File: src/rtl/uart_tx_arbiter.sv
// Round-robin arbiter sharing one usart_tx among N byte requesters, with
// packet locking and sequencing of the transmit/busy handshake.
module uart_tx_arbiter #(
    parameter int N             = 4,
    parameter int START_TIMEOUT = 65535
) (
    input  logic           clock,
    input  logic           reset,
    input  logic [N-1:0]   req_valid,
    input  logic [8*N-1:0] req_data,
    input  logic [N-1:0]   req_last,
    output logic [N-1:0]   req_ready,
    output logic [N-1:0]   grant,
    output logic [7:0]     uart_data,
    output logic           uart_transmit,
    input  logic           uart_busy,
    output logic           timeout_err,
    input  logic           err_clear,
    output logic           idle
);

    localparam int IW = (N > 1) ? $clog2(N) : 1;
    localparam int CW = $clog2(START_TIMEOUT + 1);
    localparam logic [CW-1:0] CNT_LAST = CW'(START_TIMEOUT - 1);
    localparam logic [IW-1:0] IDX_MAX  = IW'(N - 1);

    typedef enum logic [1:0] {
        S_IDLE,
        S_WAIT_START,
        S_WAIT_DONE,
        S_GAP
    } state_t;

    state_t          state_reg;
    logic [IW-1:0]   ptr_reg;
    logic [IW-1:0]   owner_reg;
    logic            lock_reg;
    logic [CW-1:0]   cnt_reg;

    logic [7:0]      data_arr [N];
    logic            pick_valid;
    logic [IW-1:0]   pick_idx;
    logic [IW-1:0]   cand;

    genvar gi;
    generate
        for (gi = 0; gi < N; gi++) begin : g_split
            assign data_arr[gi] = req_data[8*gi +: 8];
        end
    endgenerate

    function automatic logic [IW-1:0] next_idx(input logic [IW-1:0] i);
        return (i == IDX_MAX) ? '0 : i + 1'b1;
    endfunction

    function automatic logic [N-1:0] onehot(input logic [IW-1:0] i);
        return N'(1) << i;
    endfunction

    // While a packet is open only its owner may be picked; otherwise scan
    // from the round-robin pointer and take the first valid requester.
    always_comb begin
        pick_valid = 1'b0;
        pick_idx   = owner_reg;
        cand       = ptr_reg;
        if (lock_reg) begin
            pick_valid = req_valid[owner_reg];
        end else begin
            for (int off = 0; off < N; off++) begin
                if (!pick_valid && req_valid[cand]) begin
                    pick_valid = 1'b1;
                    pick_idx   = cand;
                end
                cand = next_idx(cand);
            end
        end
    end

    always_ff @(posedge clock) begin
        if (reset) begin
            state_reg     <= S_IDLE;
            ptr_reg       <= '0;
            owner_reg     <= '0;
            lock_reg      <= 1'b0;
            cnt_reg       <= '0;
            grant         <= '0;
            req_ready     <= '0;
            uart_data     <= 8'h00;
            uart_transmit <= 1'b1;
            timeout_err   <= 1'b0;
            idle          <= 1'b1;
        end else begin
            req_ready <= '0;
            if (err_clear) begin
                timeout_err <= 1'b0;
            end
            case (state_reg)
                S_IDLE: begin
                    if (pick_valid) begin
                        grant         <= onehot(pick_idx);
                        req_ready     <= onehot(pick_idx);
                        uart_data     <= data_arr[pick_idx];
                        uart_transmit <= 1'b0;
                        lock_reg      <= !req_last[pick_idx];
                        owner_reg     <= pick_idx;
                        if (req_last[pick_idx]) begin
                            ptr_reg <= next_idx(pick_idx);
                        end
                        cnt_reg   <= '0;
                        idle      <= 1'b0;
                        state_reg <= S_WAIT_START;
                    end else begin
                        idle <= !lock_reg;
                    end
                end
                S_WAIT_START: begin
                    cnt_reg <= cnt_reg + CW'(1);
                    if (!uart_busy) begin
                        // Release transmit as soon as the frame starts so
                        // usart_tx does not wait for a re-arm afterwards.
                        uart_transmit <= 1'b1;
                        state_reg     <= S_WAIT_DONE;
                    end else if (cnt_reg == CNT_LAST) begin
                        uart_transmit <= 1'b1;
                        timeout_err   <= 1'b1;
                        lock_reg      <= 1'b0;
                        grant         <= '0;
                        ptr_reg       <= next_idx(owner_reg);
                        state_reg     <= S_GAP;
                    end
                end
                S_WAIT_DONE: begin
                    if (uart_busy) begin
                        if (!lock_reg) begin
                            grant <= '0;
                        end
                        state_reg <= S_GAP;
                    end
                end
                S_GAP: begin
                    idle      <= !lock_reg;
                    state_reg <= S_IDLE;
                end
                default: state_reg <= S_IDLE;
            endcase
        end
    end

endmodule
File: config.mk
export PLATFORM = sky130hd
export DESIGN_NAME = uart_tx_arbiter
export DESIGN_NICKNAME = d
export VERILOG_FILES = /design/src/rtl/uart_tx_arbiter.sv
export SDC_FILE = /design/constraint.sdc
export NUM_CORES = 1
export LEC_CHECK = 0
export BUFFER_PORTS_ARGS = -buffer_cell sky130_fd_sc_hd__buf_2
export CAP_MARGIN = 20
export CORE_MARGIN = 4
export CORE_UTILIZATION = 35
export CTS_CLUSTER_DIAMETER = 40
export DETAILED_ROUTE_END_ITERATION = 6
export SLEW_MARGIN = 20
export SYNTH_ARGS = -nofsm -noshare
export SYNTH_HDL_FRONTEND = slang
export SYNTH_SLANG_ARGS = --single-unit
File: constraint.sdc
create_clock -name clock -period 3.5 [get_ports clock]
set_input_delay 0.35 -clock clock [delete_from_list [all_inputs] [get_ports clock]]
set_output_delay 0.35 -clock clock [all_outputs]
set_load 0.01 [all_outputs]
## Yosys cells after proc, flatten, opt, wreduce, memory -nomap -nowiden

Index checks and enable logic that the tools add are counted.
W data, S select, Z words.

- Output and inout bits: 19
- Register bits: 42
- Logic and storage cells: 129
- Input bits: 44

- Equality and inequality tests: 16
- $lt $le $gt $ge: 7
- Bitwise logic cells: 3
- Shift operators: 1
- Muxes and demuxes: 65
- Add/sub/neg operators: 6
- Reduce and logical (&&, ||, !) cells: 20

Operators with widths:

| cell | number |
|---|---|
| $mux W2 | 18 |
| $pmux W16 S2 | 1 |
| $mux W1 | 25 |
| $mux W4 | 5 |
| $lt A2 B3 Y1 const B | 6 |
| $add A16 B1 Y16 const B | 1 |
| $bmux W8 S2 | 1 |
| $eq A16 B16 Y1 const B | 1 |
| $mux W16 | 1 |
| $mux W8 | 2 |
| $eq A2 B2 Y1 const B | 7 |
| $bmux W1 S2 | 6 |
| $ne A2 B2 Y1 const B | 6 |
| $pmux W4 S3 | 1 |
| $add A2 B1 Y2 const B | 5 |
| $pmux W2 S4 | 1 |
| $pmux W1 S2 | 3 |
| $reduce_and A3 Y1 | 2 |
| $reduce_and A6 Y1 | 1 |
| $logic_not A1 Y1 | 5 |
| $reduce_and A5 Y1 | 1 |
| $pmux W2 S2 | 1 |
| $reduce_and A2 Y1 | 2 |
| $reduce_and A4 Y1 | 1 |
| other kinds (11) | 15 |

## Longest topological paths before layout

Gate-level depths: netlist of run 1.

- Depth in word-level cells: 21
- Gate-level depth with buffers: 14
- Depth with buffers taken out: 11

## Worst setup path before layout of run 1

OpenSTA, ideal clock, no wires.

- Path kind: register -> register
- Start: register ptr_reg[1]
- End: register ptr_reg[1]
- Path slack: 0.228 ns
- Arrival: 3.130 ns
- Stages on the path, launching flop included: 14
- Buffers on the path: 2
- Clock period less this slack: 3.272 ns
- Data required time: 3.358 ns
- Setup time: 0.142 ns
- Cell sequence: dfxtp_1 -> ha_1 -> mux2_2 -> mux2_2 -> nor2b_1 -> nor2b_1 -> o221ai_1 -> nand2_1 -> buf_2 -> buf_2 -> ha_1 -> nor2b_1 -> a211oi_1 -> a221oi_1

- Longest elaborated chain between the ends: 21

Ends and longest elaborated chain:

| element | RTL line | text |
|---|---|---|
| start, declared | 35 | `logic [IW-1:0] ptr_reg;` |
| start signal, assigned | 107 | `ptr_reg <= next_idx(pick_idx);` |
| start signal, assigned | 128 | `ptr_reg <= next_idx(owner_reg);` |
| parallel branches: the longest is 14 deep, another holds $add A2 B1 Y2 | - |  |
| $mux W2 (*) | 70 | `if (!pick_valid && req_valid[cand]) begin` |
| $mux W2 (*) | 66 | `if (lock_reg) begin` |
| net pick_idx[0] | 42 | `logic [IW-1:0] pick_idx;` |
| $add A2 B1 Y2 or $eq A2 B2 Y1 (tied branches) | 53 | `return (i == IDX_MAX) ? '0 : i + 1'b1;` |
| $mux W2 | 53 |  |
| $mux W2 | 106 | `if (req_last[pick_idx]) begin` |
| $mux W2 | 99 | `if (pick_valid) begin` |
| $pmux W2 S2 | 97 | `case (state_reg)` |

Mark *: on every way through the listed nets, which the timed path passes. The select of a mux whose other input is x is not followed.
A chain may end at the register's enable or synchronous reset.

## Worst setup path in the final report of run 1

- Start: register ptr_reg[1]
- End: register ptr_reg[1]

- Longest elaborated chain between the ends: 21

Ends and longest elaborated chain:

| element |
|---|
| parallel branches: the longest is 21 deep, another holds $add A2 B1 Y2 |

Several ways; the timed one is not identified. The select of a mux whose other input is x is not followed.

==> results of run 1 <==
==> layer usage <==
| metal | part of all wire | GRT usage | up-vias | routed length, um |
|---|---|---|---|---|
| met5 | 0 | 0 | - | 0 |
| met4 | 0.015 | 0.0498 | 0 | 100 |
| met3 | 0.055 | 0.0387 | 6 | 361 |
| met2 | 0.45 | 0.239 | 65 | 2940 |
| met1 | 0.48 | 0.206 | 1129 | 3140 |
| li1 | - | - | 1274 | - |
==> cell usage after synthesis (all sizes together), types with 2 or more instances <==
library cell  count  area, um2
a2111oi           2       18.8
a211oi            6       50.1
a21oi            16       80.1
a221oi            4       35.0
a22oi             9       81.3
a32o              2       20.0
and2              6       37.5
and3              3       18.8
buf               8       55.1
clkbuf            9       33.8
dfxtp            42        841
ha               13        163
inv              14       55.1
mux2             12        135
mux2i            13        130
mux4              2       45.0
nand2            27        101
nand2b            9       56.3
nand3             2       10.0
nand3b            5       37.5
nand4             2       12.5
nor2             28        105
nor2b             8       50.1
nor3              5       25.0
nor4              3       18.8
o211ai            2       15.0
o21ai            13       65.1
o21bai            2       15.0
o22ai             8       50.1
o31ai             3       22.5
or2               2       12.5
or3               7       43.8
xnor2             4       35.0
xor2              6       52.6
==> worst max path at each step <==
stage	slack, ps	to	from	depth (start not counted)
2_1_floorplan	230	ptr_reg[1]	ptr_reg[1]	13
5_1_grt	-70	ptr_reg[1]	ptr_reg[1]	11
3_5_place_dp	110	ptr_reg[1]	ptr_reg[1]	11
4_1_cts	100	ptr_reg[1]	ptr_reg[1]	11
6_report	250	ptr_reg[1]	ptr_reg[1]	12
3_3_place_gp	180	ptr_reg[1]	ptr_reg[0]	11
==> cell type report <==
type	instances	area, um2
clock buffers	7	86.3
clock inverters	1	8.76
fillers	761	4100
inverters	14	55.1
multi-input cells	240	1710
flip-flops and latches	42	841
well taps	99	124
repair buffers	80	445
==> power groups by stage <==
stage	clock (mW)	sequential, mW	combinational [mW]
2_1_floorplan	0	0.692	1.11
6_report	0.338	0.670	1.64
3_3_place_gp	0	0.682	1.50
5_1_grt	0.379	0.685	1.82
3_5_place_dp	0	0.677	1.51
4_1_cts	0.354	0.669	1.53
==> critical path, cell delays in order (launching register included) <==
cell      delay, ps
dfxtp_1         320
ha_2            450
mux2_2          380
mux2_2          320
nor2b_1         160
o21ai_0         110
o221ai_1        330
nand2_2         150
buf_4           170
ha_1            270
nor2b_1         130
a211oi_1        220
a221oi_1        110
==> repair_timing <==
| action | CTS | global route |
|---|---|---|
| setup endpoints to repair | 0 | 11 |
| setup buffers | 0 | 6 |
| hold buffers | 0 | 0 |
| resized for setup | 0 | 4 |
==> layout by cell type (no fill, tap or decap), types with 9 or more instances in the layout <==
| cell type | count |
|---|---|
| dfxtp_1 | 42 |
| o21ai_0 | 13 |
| mux2_2 | 12 |
| buf_4 | 18 |
| nand2_1 | 26 |
| nor2_1 | 28 |
| ha_1 | 12 |
| a21oi_1 | 16 |
| mux2i_1 | 13 |
| nand2b_1 | 9 |
| buf_2 | 62 |
| inv_1 | 13 |
==> metrics by stage <==
| stage | hold WS [ps] | setup TNS, ps | util |
|---|---|---|---|
| after global placement | 461 | 0 | 0.423 |
| after floorplan | 454 | 0 | - |
| after global routing | 312 | -124 | 0.444 |
| after detailed placement | 463 | 0 | 0.423 |
| after CTS | 307 | 0 | 0.436 |
| final | 316 | 0 | 0.444 |
==> logic make-up after synthesis <==
family                   after synthesis  share of synthesized area
buffers and inverters                 31                     0.0536
AO/OA/AOI/OAI                         77                      0.208
AND/OR/NAND/NOR                      113                      0.216
multiplexers                          27                      0.116
flip-flops                            42                      0.313
XOR/XNOR                              10                     0.0326
adder cells (fa/ha/maj)               13                     0.0606
==> impl_metrics.tcl, run 1 <==
set metrics [dict create \
    clock_latency_ps 300 \
    postLayoutCellArea_mm2 0.00327 \
    fmax_ghz 0.308 \
    drt_first_pass_iters 4 \
    area_growth_pct 22.0 \
    ys_seq_area_frac 0.313 \
    sw_frac_of_total 0.424 \
    critPathLaunchType "flip-flop" \
    fin_crit_ps 3250 \
    finalMaxSlewViolations 0 \
    ioPinCount 63 \
    p_leak_nw 1.35 \
    die_w_um 95.6 \
    cts_sinks 42 \
    layout_worst_path_cycle_share 0.929 \
    vias 2474 \
    tightest_slew_ps 679 \
    r2r-start "ptr_reg[1]" \
    track_usage 0.153 \
    drtAntennaViolNets 0 \
    synth_nets 370 \
    p_seq_frac 0.253 \
    reg2regPathDepth 12 \
    hold-path-cell-count 3 \
    p_int_mw 1.52 \
    routedWlPerCell_um 13.5 \
    comb_power_share 0.619 \
    synthesis.area_mm2 0.00268 \
    power.switching_mw 1.12 \
    initial_core_util 0.364 \
    drc 0 \
    power.share.clock 0.128 \
    critPathMaxFanout 12 \
    grt_antenna_before_repair 0 \
    cts_root_buf "clkbuf_8" \
    viasPerCell 5.12 \
    synthFlopType "dfxtp_1" \
    cp-end-kind "flip-flop" \
    vdd_drop_max_uv 426 \
    crit_type "reg -> reg" \
    grt_overflow_total 0 \
    cts_tree "built" \
    fin_worst_skew_ps 9.91 \
    h-tree-depth 2 \
    placed_area_mm2 0.00312 \
    clk_pin_slew_ps 90 \
    finalNonFillerCells 483 \
    grt_pass1_vias 2360 \
    finalPower_mw 2.65 \
    arrival_ps 3400 \
    nNetsFinal 440 \
    status "finished, final reports clean" \
    clk_path_buf_depth 2 \
    num_rows 31 \
    dieArea_mm2 0.00913 \
    min_to "timeout_err" \
    grt_pass1_wl_mm 11.2 \
    setup_viol_count_final 0 \
    hold_viol 0 \
    dp.cells 469 \
    synth.avg_cell_area_um2 8.57 \
    p_per_area_mw_per_mm2 808 \
    hpwl_mm 4.76 \
    async_flop_share 0 \
    worst_slack_ps 249 \
    r2r_setup_slack_ps 250 \
    cts_buffers 5 \
    slew_headroom 0.546 \
    hp-class "in -> reg" \
    rr_endpoint "ptr_reg[1]" \
    max-cap-violations 0 \
    ys_ff_latch 42 \
    pre_cts_ws_ps 113 \
    min-delay-start "err_clear" \
    portBuffers 62 \
    die_h_um 95.6 \
    grt_max_degree 28 \
    synth_edf_count 0 \
    fp.coreArea_mm2 0.00737 \
    yosys_warnings 0 \
    synth.distinct_cells 56 \
    required_ps 3650 \
    layout-drive-gt1-share 0.289 \
    diodes 0 \
    routed_wirelength_mm 6.54 \
    gp_congestion 0.832 \
    largest_register_ffs 16 \
    drt_iter0_markers 129 \
    syn_inst 313 \
]
Power figures use the tool's default switching activity.
==> run 2: changes to the inputs <==
Settings changed: SETUP_SLACK_MARGIN set to 0.3.
==> impl_metrics.tcl, run 2 (synthesized netlist as in run 1, its figures left out) <==
set metrics [dict create \
    status "finished, final reports clean" \
    finalMaxSlewViolations 0 \
    num_rows 31 \
    cts_root_buf "clkbuf_8" \
    reg2regPathDepth 13 \
    hpwl_mm 4.78 \
    p_leak_nw 1.38 \
    viasPerCell 5.11 \
    area_growth_pct 26.0 \
    layout-drive-gt1-share 0.325 \
    layout_common_cells "62 x buf_2, 40 x dfxtp_1, 28 x nor2_1, 26 x nand2_1" \
    setup_viol_count_final 0 \
    clk_pin_slew_ps 80 \
    initial_core_util 0.364 \
    tns_ps 0 \
    rsz0062_at_grt "yes" \
    cts_tree "built" \
    grt_overflow_total 0 \
    dr_wl_met2_mm 2.88 \
    fp.coreArea_mm2 0.00737 \
    critPathMaxFanout 7 \
    die_w_um 95.6 \
    drtAntennaViolNets 0 \
    final_util 0.459 \
    arrival_ps 3250 \
    required_ps 3650 \
    critPathLaunchType "flip-flop" \
    met3_length_um 446 \
    grt_pass1_vias 2383 \
    final_common_cell "buf_2" \
    gp_congestion 0.856 \
    nFillCells 764 \
    largest_register_ffs 16 \
    vdd_drop_max_uv 411 \
    nNetsFinal 441 \
    dieArea_mm2 0.00913 \
    drt_first_pass_iters 4 \
    fmax_ghz 0.322 \
    grt_antenna_before_repair 0 \
    hold_viol 0 \
    hold_buffers 0 \
    hp-class "in -> reg" \
    track_usage 0.150 \
    clock_latency_ps 300 \
    fin_crit_ps 3100 \
    wl_met1_mm 3.09 \
    crit_type "reg -> reg" \
    die_h_um 95.6 \
    portBuffers 62 \
    fin_worst_skew_ps 10.2 \
    top_layer "met4" \
    h-tree-depth 2 \
    grt_pass1_wl_mm 10.9 \
    cp-end-kind "flip-flop" \
    vias 2472 \
    drc 0 \
    routedWlPerCell_um 13.4 \
    whs_ps 325 \
    grt_max_degree 28 \
    ioPinCount 63 \
    hold-path-cell-count 3 \
    routed_wirelength_mm 6.51 \
    clk_path_buf_depth 2 \
    layout_worst_path_cycle_share 0.886 \
    max-cap-violations 0 \
    cts_sinks 42 \
    drt_iter0_markers 135 \
    tightest_slew_ps 933 \
    p_per_area_mw_per_mm2 839 \
    diodes 0 \
    slew_headroom 0.377 \
    cts_buffers 5 \
]
run 2: worst paths after layout:
| check | slack [ps] | start | end |
|---|---|---|---|
| worst max-delay path | 400 | ptr_reg[1] | ptr_reg[1] |
| worst min-delay path | 330 | req_data[7] | uart_data[7] |
| worst max register to register | 400 | ptr_reg[1] | ptr_reg[1] |
| worst min register to register | 470 | grant[2] | grant[2] |
run 2: repair_timing:
action | in CTS | in global routing
buffers inserted | 4 | 5
resized for setup | 5 | 18
pin swaps | 1 | 4
setup endpoints to repair | 20 | 16
run 2: area by class of cell:
cell class / instances / area (um2) / share of cell area
Multi-Input combinational cell: 240 / 1780 / 0.527
Inverter: 14 / 55.1 / 0.0163
Timing Repair Buffer: 81 / 465 / 0.138
Clock inverter: 2 / 37.5 / 0.0111
Clock buffer: 6 / 72.6 / 0.0215
Tap cell: 99 / 124 / 0.0366
Sequential cell: 42 / 843 / 0.249
run 2: power by group:
group / switching (mW) / internal (mW) / total (mW)
logic: 0.922 / 0.853 / 1.78
clock network: 0.171 / 0.213 / 0.384
registers: 0.0858 / 0.591 / 0.677
total: 1.18 / 1.66 / 2.84
run 2: metrics by stage:
step | std cells | instance area (um2) | worst slack [ps] | total power [mW]
6_report | 484 | 3380 | 398 | 2.84
3_5_place_dp | 467 | 3110 | 73.2 | 2.18
5_1_grt | 484 | 3380 | 241 | 3.08
4_1_cts | 479 | 3270 | 320 | 2.67
3_3_place_gp | 467 | 3100 | 156 | 2.17
2_1_floorplan | 313 | 2690 | 304 | 1.80
run 2: worst max-delay path: stages, from the launching register on:
cell      delay, ps
dfxtp_2         340
ha_4            270
clkbuf_2        160
or3_1           330
a221o_1         350
a21oi_2         170
nand4_1         120
o211ai_1        180
nand2_2         170
buf_4           180
ha_1            270
nor2b_1         140
a211oi_2        210
a221oi_2         80
run 2: metal layers:
layer	global-route usage	up-vias
met5	0	-
met4	0.0533	0
met3	0.0308	6
met2	0.243	85
met1	0.197	1115
li1	-	1266
